$ cat src/rtl/uart_mem_loader.sv
`default_nettype none
// ============================================================================
// Module   : uart_mem_loader
// Purpose  : Serial program loader for the CPU's unified 64-bit memory.
//            Receives 8N1 UART bytes, packs eight bytes little-endian into
//            one 64-bit word and writes each completed word to consecutive
//            memory addresses starting at 0, until the memory is full.
// Ports    : CLOCK_50   in   system clock, rising edge
//            reset      in   asynchronous active-high reset
//            rxd        in   UART receive line (idle high, asynchronous)
//            mem_we     out  one-cycle write strobe
//            mem_addr   out  write address, held until the next strobe
//            mem_wdata  out  write data, held until the next strobe
//            word_count out  words written since reset
//            load_done  out  sticky, last address has been written
//            frame_err  out  sticky, a bad stop bit has been seen
// Revision : 1.0 - initial release
// ============================================================================
module uart_mem_loader #(
  parameter int CLK_HZ    = 50_000_000,
  parameter int BAUD      = 115_200,
  parameter int MEM_DEPTH = 3000,
  // word_count must be able to hold MEM_DEPTH itself once the memory is full
  parameter int ADDR_W    = 12
) (
  input  logic              CLOCK_50,
  input  logic              reset,
  input  logic              rxd,
  output logic              mem_we,
  output logic [ADDR_W-1:0] mem_addr,
  output logic [63:0]       mem_wdata,
  output logic [ADDR_W-1:0] word_count,
  output logic              load_done,
  output logic              frame_err
);

  // --------------------------------------------------------------------------
  // Constants
  // --------------------------------------------------------------------------
  localparam int c_CLKS_PER_BIT = CLK_HZ / BAUD;
  localparam int c_CNT_W        = $clog2(c_CLKS_PER_BIT + 1);

  // The bit counter already reads 1 on the first cycle of START (the
  // detecting cycle counts), so it equals the number of cycles elapsed
  // since the start edge appeared on the synchronized line.
  localparam logic [c_CNT_W-1:0] c_HALF_CNT  = c_CNT_W'(c_CLKS_PER_BIT / 2);
  localparam logic [c_CNT_W-1:0] c_FULL_M1   = c_CNT_W'(c_CLKS_PER_BIT - 1);
  localparam logic [ADDR_W-1:0]  c_LAST_ADDR = ADDR_W'(MEM_DEPTH - 1);

  localparam logic [1:0] c_ST_IDLE  = 2'd0;
  localparam logic [1:0] c_ST_START = 2'd1;
  localparam logic [1:0] c_ST_DATA  = 2'd2;
  localparam logic [1:0] c_ST_STOP  = 2'd3;

  // --------------------------------------------------------------------------
  // Input synchronizer; both stages reset to the idle (high) line level so
  // that reset release never looks like a start edge.
  // --------------------------------------------------------------------------
  logic r_rx_meta;
  logic r_rxs;

  always_ff @(posedge CLOCK_50 or posedge reset) begin
    if (reset) begin
      r_rx_meta <= 1'b1;
      r_rxs     <= 1'b1;
    end else begin
      r_rx_meta <= rxd;
      r_rxs     <= r_rx_meta;
    end
  end

  // --------------------------------------------------------------------------
  // Receive FSM
  // --------------------------------------------------------------------------
  logic [1:0]         r_state;
  logic [1:0]         w_state_nxt;
  logic [c_CNT_W-1:0] r_clk_cnt;
  logic [2:0]         r_bit_idx;
  logic [7:0]         r_rx_byte;

  logic w_half_tick;
  logic w_full_tick;
  logic w_cnt_clr;
  logic w_bit_sample;
  logic w_stop_sample;

  assign w_half_tick = (r_clk_cnt == c_HALF_CNT);
  assign w_full_tick = (r_clk_cnt == c_FULL_M1);

  // State register
  always_ff @(posedge CLOCK_50 or posedge reset) begin
    if (reset) begin
      r_state <= c_ST_IDLE;
    end else begin
      r_state <= w_state_nxt;
    end
  end

  // Next-state logic
  always_comb begin
    w_state_nxt = r_state;
    case (r_state)
      c_ST_IDLE: begin
        if (!r_rxs) begin
          w_state_nxt = c_ST_START;
        end
      end
      c_ST_START: begin
        // A start bit that is high again at mid-bit was a glitch
        if (w_half_tick) begin
          w_state_nxt = r_rxs ? c_ST_IDLE : c_ST_DATA;
        end
      end
      c_ST_DATA: begin
        if (w_full_tick && (r_bit_idx == 3'd7)) begin
          w_state_nxt = c_ST_STOP;
        end
      end
      c_ST_STOP: begin
        // Leave at mid-stop-bit so an immediately following start bit is
        // still seen as a falling edge.
        if (w_full_tick) begin
          w_state_nxt = c_ST_IDLE;
        end
      end
      default: begin
        w_state_nxt = c_ST_IDLE;
      end
    endcase
  end

  // FSM outputs
  always_comb begin
    w_cnt_clr     = 1'b0;
    w_bit_sample  = 1'b0;
    w_stop_sample = 1'b0;
    case (r_state)
      c_ST_IDLE: begin
        // Counter stays at 0 while the line is idle and starts counting on
        // the cycle the start edge is detected.
        w_cnt_clr = r_rxs;
      end
      c_ST_START: begin
        w_cnt_clr = w_half_tick;
      end
      c_ST_DATA: begin
        if (w_full_tick) begin
          w_cnt_clr    = 1'b1;
          w_bit_sample = 1'b1;
        end
      end
      c_ST_STOP: begin
        if (w_full_tick) begin
          w_cnt_clr     = 1'b1;
          w_stop_sample = 1'b1;
        end
      end
      default: begin
        w_cnt_clr = 1'b1;
      end
    endcase
  end

  // Bit-period counter, bit index and data shift register
  always_ff @(posedge CLOCK_50 or posedge reset) begin
    if (reset) begin
      r_clk_cnt <= '0;
      r_bit_idx <= '0;
      r_rx_byte <= '0;
    end else begin
      if (w_cnt_clr) begin
        r_clk_cnt <= '0;
      end else begin
        r_clk_cnt <= r_clk_cnt + 1'b1;
      end

      if (r_state != c_ST_DATA) begin
        r_bit_idx <= '0;
      end else if (w_bit_sample) begin
        r_bit_idx <= r_bit_idx + 1'b1;
      end

      // LSB arrives first, so shift in from the top
      if (w_bit_sample) begin
        r_rx_byte <= {r_rxs, r_rx_byte[7:1]};
      end
    end
  end

  logic w_byte_valid;
  logic w_byte_bad;

  assign w_byte_valid = w_stop_sample &  r_rxs;
  assign w_byte_bad   = w_stop_sample & ~r_rxs;

  // --------------------------------------------------------------------------
  // Word assembler and memory write port
  // --------------------------------------------------------------------------
  logic [2:0]        r_byte_idx;
  logic [55:0]       r_word;       // bytes 0..6; byte 7 goes straight out
  logic [ADDR_W-1:0] r_wr_addr;    // address of the next word to write
  logic              r_mem_we;
  logic [ADDR_W-1:0] r_mem_addr;
  logic [63:0]       r_mem_wdata;
  logic [ADDR_W-1:0] r_word_count;
  logic              r_load_done;
  logic              r_frame_err;

  always_ff @(posedge CLOCK_50 or posedge reset) begin
    if (reset) begin
      r_byte_idx   <= '0;
      r_word       <= '0;
      r_wr_addr    <= '0;
      r_mem_we     <= 1'b0;
      r_mem_addr   <= '0;
      r_mem_wdata  <= '0;
      r_word_count <= '0;
      r_load_done  <= 1'b0;
      r_frame_err  <= 1'b0;
    end else begin
      r_mem_we <= 1'b0;

      // A bad stop bit is flagged even once the memory is full
      if (w_byte_bad) begin
        r_frame_err <= 1'b1;
      end

      if (r_mem_we) begin
        // Bookkeeping for the word just written
        r_byte_idx   <= '0;
        r_word_count <= r_word_count + 1'b1;
        if (r_wr_addr == c_LAST_ADDR) begin
          r_load_done <= 1'b1;
        end else begin
          r_wr_addr <= r_wr_addr + 1'b1;
        end
      end else if (w_byte_valid && !r_load_done) begin
        // Shift right so that after seven bytes byte 0 sits at [7:0]
        r_word <= {r_rx_byte, r_word[55:8]};
        if (r_byte_idx == 3'd7) begin
          r_mem_we    <= 1'b1;
          r_mem_addr  <= r_wr_addr;
          r_mem_wdata <= {r_rx_byte, r_word};
        end else begin
          r_byte_idx <= r_byte_idx + 1'b1;
        end
      end
    end
  end

  assign mem_we     = r_mem_we;
  assign mem_addr   = r_mem_addr;
  assign mem_wdata  = r_mem_wdata;
  assign word_count = r_word_count;
  assign load_done  = r_load_done;
  assign frame_err  = r_frame_err;

endmodule
`default_nettype wire

$ cat config.mk
export PLATFORM = sky130hd
export DESIGN_NAME = uart_mem_loader
export DESIGN_NICKNAME = d
export VERILOG_FILES = /design/src/rtl/uart_mem_loader.sv
export SDC_FILE = /design/constraint.sdc
export NUM_CORES = 1
export LEC_CHECK = 0
export ABC_AREA = 1
export CORE_UTILIZATION = 25
export CTS_CLUSTER_DIAMETER = 200
export DETAILED_ROUTE_END_ITERATION = 7
export DONT_BUFFER_PORTS = 1
export SKIP_LAST_GASP = 1
export SYNTH_ARGS = -nofsm -noshare
export SYNTH_HDL_FRONTEND = slang
export SYNTH_SLANG_ARGS = --single-unit
$ cat constraint.sdc
create_clock -name CLOCK_50 -period 9.36 [get_ports CLOCK_50]
set_input_delay 1.404 -clock CLOCK_50 [delete_from_list [all_inputs] [get_ports CLOCK_50]]
set_output_delay 1.404 -clock CLOCK_50 [all_outputs]
set_load 0.03 [all_outputs]
==> results.sh <==
export IMPL_num_io_pins=94
export IMPL_htree_num_levels=4
export IMPL_fin_cells=1430
export IMPL_fin_tns_setup_ns=0
export IMPL_startpoint_type="flip-flop"
export IMPL_start_util_pct=25.4
export IMPL_grt_pass1_vias=5875
export IMPL_power_density_nw_per_um2=169
export IMPL_clock_sinks=186
export IMPL_period_share_pct=32.7
export IMPL_cpMostUsedCell="nand2_1"
export IMPL_wl_um=18000
export IMPL_status="finished, final reports clean"
export IMPL_hold_viol_final=0
export IMPL_numCtsBuffers=17
export IMPL_slowest_delay_ns=0.93
export IMPL_fmaxAchievable_ghz=0.327
export IMPL_leakagePower_nw=4.86
export IMPL_drc=0
export IMPL_fillCellCount=3537
export IMPL_dr_pass1_iters=5
export IMPL_clk_latency_ns=0.43
export IMPL_whs_endpoint="r_rxs"
export IMPL_via_per_inst=4.16
export IMPL_avgSynthCellArea_sq_um=8.33
export IMPL_ys_seq_elements=186
export IMPL_finalClockSkew_ns=0.0224
export IMPL_worstSetupEndpointType="flip-flop"
export IMPL_r2r_end="mem_wdata[4]"
export IMPL_slew_headroom_pct=22.8
export IMPL_layout_min_cycle_time_ns=3.06
export IMPL_cts_hold_buf=0
export IMPL_cts_buffer_depth=2
export IMPL_core_rowCount=66
export IMPL_setup_worst_path_class="reg -> reg"
export IMPL_overflow=0
export IMPL_hp_class="reg -> reg"
export IMPL_hold_start="r_rx_meta"
export IMPL_yosysWarnings=0
export IMPL_cp_required_ns=9.72
export IMPL_arrival_ns=3.42
export IMPL_ys_types=30
export IMPL_hold_depth=0
export IMPL_pre_cts_ws_ns=6.22
export IMPL_port_buffer_count=0
export IMPL_antennaDiodeCount=0
export IMPL_setup_viol=0
export IMPL_layout_nets=986
export IMPL_wl_per_cell_um=12.6
export IMPL_worst_pin_slew_ns=1.16
export IMPL_crit_path_max_fanout=58
export IMPL_cts_tree="built"
export IMPL_antenna_found_initial=0
export IMPL_seq_area_frac_synth_pct=56.3
export IMPL_reg2regPathDepth=7
export IMPL_dieHeight_um=184
export IMPL_die_w_um=184
export IMPL_grt_max_degree=113
export IMPL_num_vias=5955
export IMPL_critical_path_slowest_cell="ha_2"
export IMPL_drv_cap=0
export IMPL_fin_ws_ns=6.30
export IMPL_r2r_slack_ns=6.30
export IMPL_hpwl_um=12100
export IMPL_routabilityCongestion=0.764
export IMPL_dieArea_sq_um=33800
export IMPL_r2r_start="r_byte_idx[0]"
export IMPL_drv_slew=0
export IMPL_mappedNetlistNets=1004
export IMPL_drive_gt1_share_pct=5.77
export IMPL_synthCells=993
export IMPL_coreArea_sq_um=32500
export IMPL_peakVddDrop_mv=0.143
export IMPL_rsz0062_at_grt="no"
export IMPL_cts_root_buffer="clkbuf_16"
export IMPL_grt_pass1_wl_um=30400
export IMPL_syn_area_sq_um=8270
export IMPL_cts_resized=0
export IMPL_ant_nets=0
export IMPL_path_cells="ha_1 -> ha_2 -> nand4_4 -> buf_4 -> clkinv_2 -> nand2_1 -> nand2_1"
export IMPL_path_clk_slew_ns=0.07
export IMPL_gr_usage_all_layers_pct=11.3
export IMPL_post_place_cells=1398
export IMPL_fin_util_pct=28.6
export IMPL_dr_first_iter_drc_count=440
export IMPL_cts_setup_buffers=0
export IMPL_area_delta_synth_final_pct=12.4
## how the worst max path moves through the flow
stage             startpoint                    endpoint  depth (start not counted)
2_1_floorplan          reset  asynchronous set/reset pin                          1
3_3_place_gp   r_byte_idx[0]                mem_wdata[0]                          7
3_5_place_dp   r_byte_idx[0]                mem_wdata[4]                          7
4_1_cts        r_byte_idx[0]                mem_wdata[4]                          7
5_1_grt        r_byte_idx[0]                mem_wdata[2]                          7
6_report       r_byte_idx[0]                mem_wdata[4]                          7
## cell usage in the layout (no fill, tap or decap), types with 4 or more instances in the layout
cell type	count
clkbuf_16	17
nor3_1	9
xor2_1	15
ha_1	7
clkinv_4	4
nand2_1	285
inv_2	4
dfrtp_1	184
inv_1	222
nand3_1	27
o21ai_0	18
xnor2_1	4
buf_4	5
nor2_1	26
o21ai_1	66
nand4_1	63
## critical path: cells and delay by family, from the launching register on
kind | cells | cell delay, ns
fa+ha+maj | 2 | 1.10
buf+inv | 2 | 0.70
simple gates | 3 | 0.82
flops | 1 | 0.37
## state kept, by name (all words and copies together) (netlist names), named ones only
register and count:
r_word 56, load_done 1, mem_addr 12, r_bit_idx 3, r_rx_meta 1, r_clk_cnt 9
r_state 1, mem_we 1, r_rxs 1, frame_err 1, mem_wdata 64, r_byte_idx 3
r_rx_byte 8, word_count 12, r_wr_addr 12
## where the power goes
part / switching [mW] / total, mW / internal (mW)
sequential: 0.000420 / 0.804 / 0.804
combinational: 0.0157 / 0.0166 / 0.000841
clock: 0.341 / 0.755 / 0.414
## through the flow
| stage | total power, mW | instance area (sq um) | hold slack [ns] |
|---|---|---|---|
| after floorplan | 0.832 | 8270 | 0.345 |
| after global placement | 0.838 | 8680 | 0.350 |
| after detailed placement | 0.838 | 8680 | 0.350 |
| after CTS | 1.60 | 9300 | 0.361 |
| after global routing | 1.64 | 9300 | 0.365 |
| final | 1.58 | 9300 | 0.359 |
## Yosys cell counts
library cell  count  area (sq um)
buf_6             2          22.5
o21ai_2           2          17.5
buf_4             7          52.6
nand3b_1          1          7.51
ha_1              8           100
inv_1           223           837
a21oi_1           1          5.00
nor3_1            9          45.0
buf_2             9          45.0
buf_1             1          3.75
nand2_1         285          1070
nand3_1          27           135
clkbuf_2          1          5.00
nand2_2           2          12.5
xnor2_1           4          35.0
dfrtp_1         184          4600
clkbuf_1         22          82.6
o21ai_1          66           330
dfstp_2           2          52.6
xor2_1           15           131
or2_2             1          6.26
o21bai_1          3          22.5
nor2_1           26          97.6
nor2_2            4          25.0
a31o_2            1          8.76
o21ai_0          18          90.1
nand4_1          63           394
inv_2             4          15.0
clkinv_2          1          5.00
nand4_2           1          12.5
## routing by layer
metal | vias to the layer above | GRT usage, % | part of all wire [%] | wire length (um)
li1 | 2989 | - | - | -
met1 | 2835 | 14.3 | 45 | 8140
met2 | 113 | 17.9 | 46 | 8310
met3 | 18 | 3.84 | 6.5 | 1160
met4 | 0 | 4.00 | 1.9 | 341
met5 | - | 0 | 0 | 0
## logic make-up after synthesis
group / share of synthesized area [%]
AND/OR/NAND/NOR: 21.8
buffers and inverters: 12.9
flip-flops: 56.3
AO/OA/AOI/OAI: 5.73
XOR/XNOR: 2.01
adder cells (fa/ha/maj): 1.21
## cell type report
class,count,area (sq um),area share [%]
clock buffers,18,439,4.72
clock inverters,14,183,1.96
inverters,228,862,9.27
multi-input cells,537,2570,27.6
flip-flops and latches,186,4660,50.1
well taps,442,553,5.95
repair buffers,5,37.5,0.404
Power figures use the tool's default switching activity.
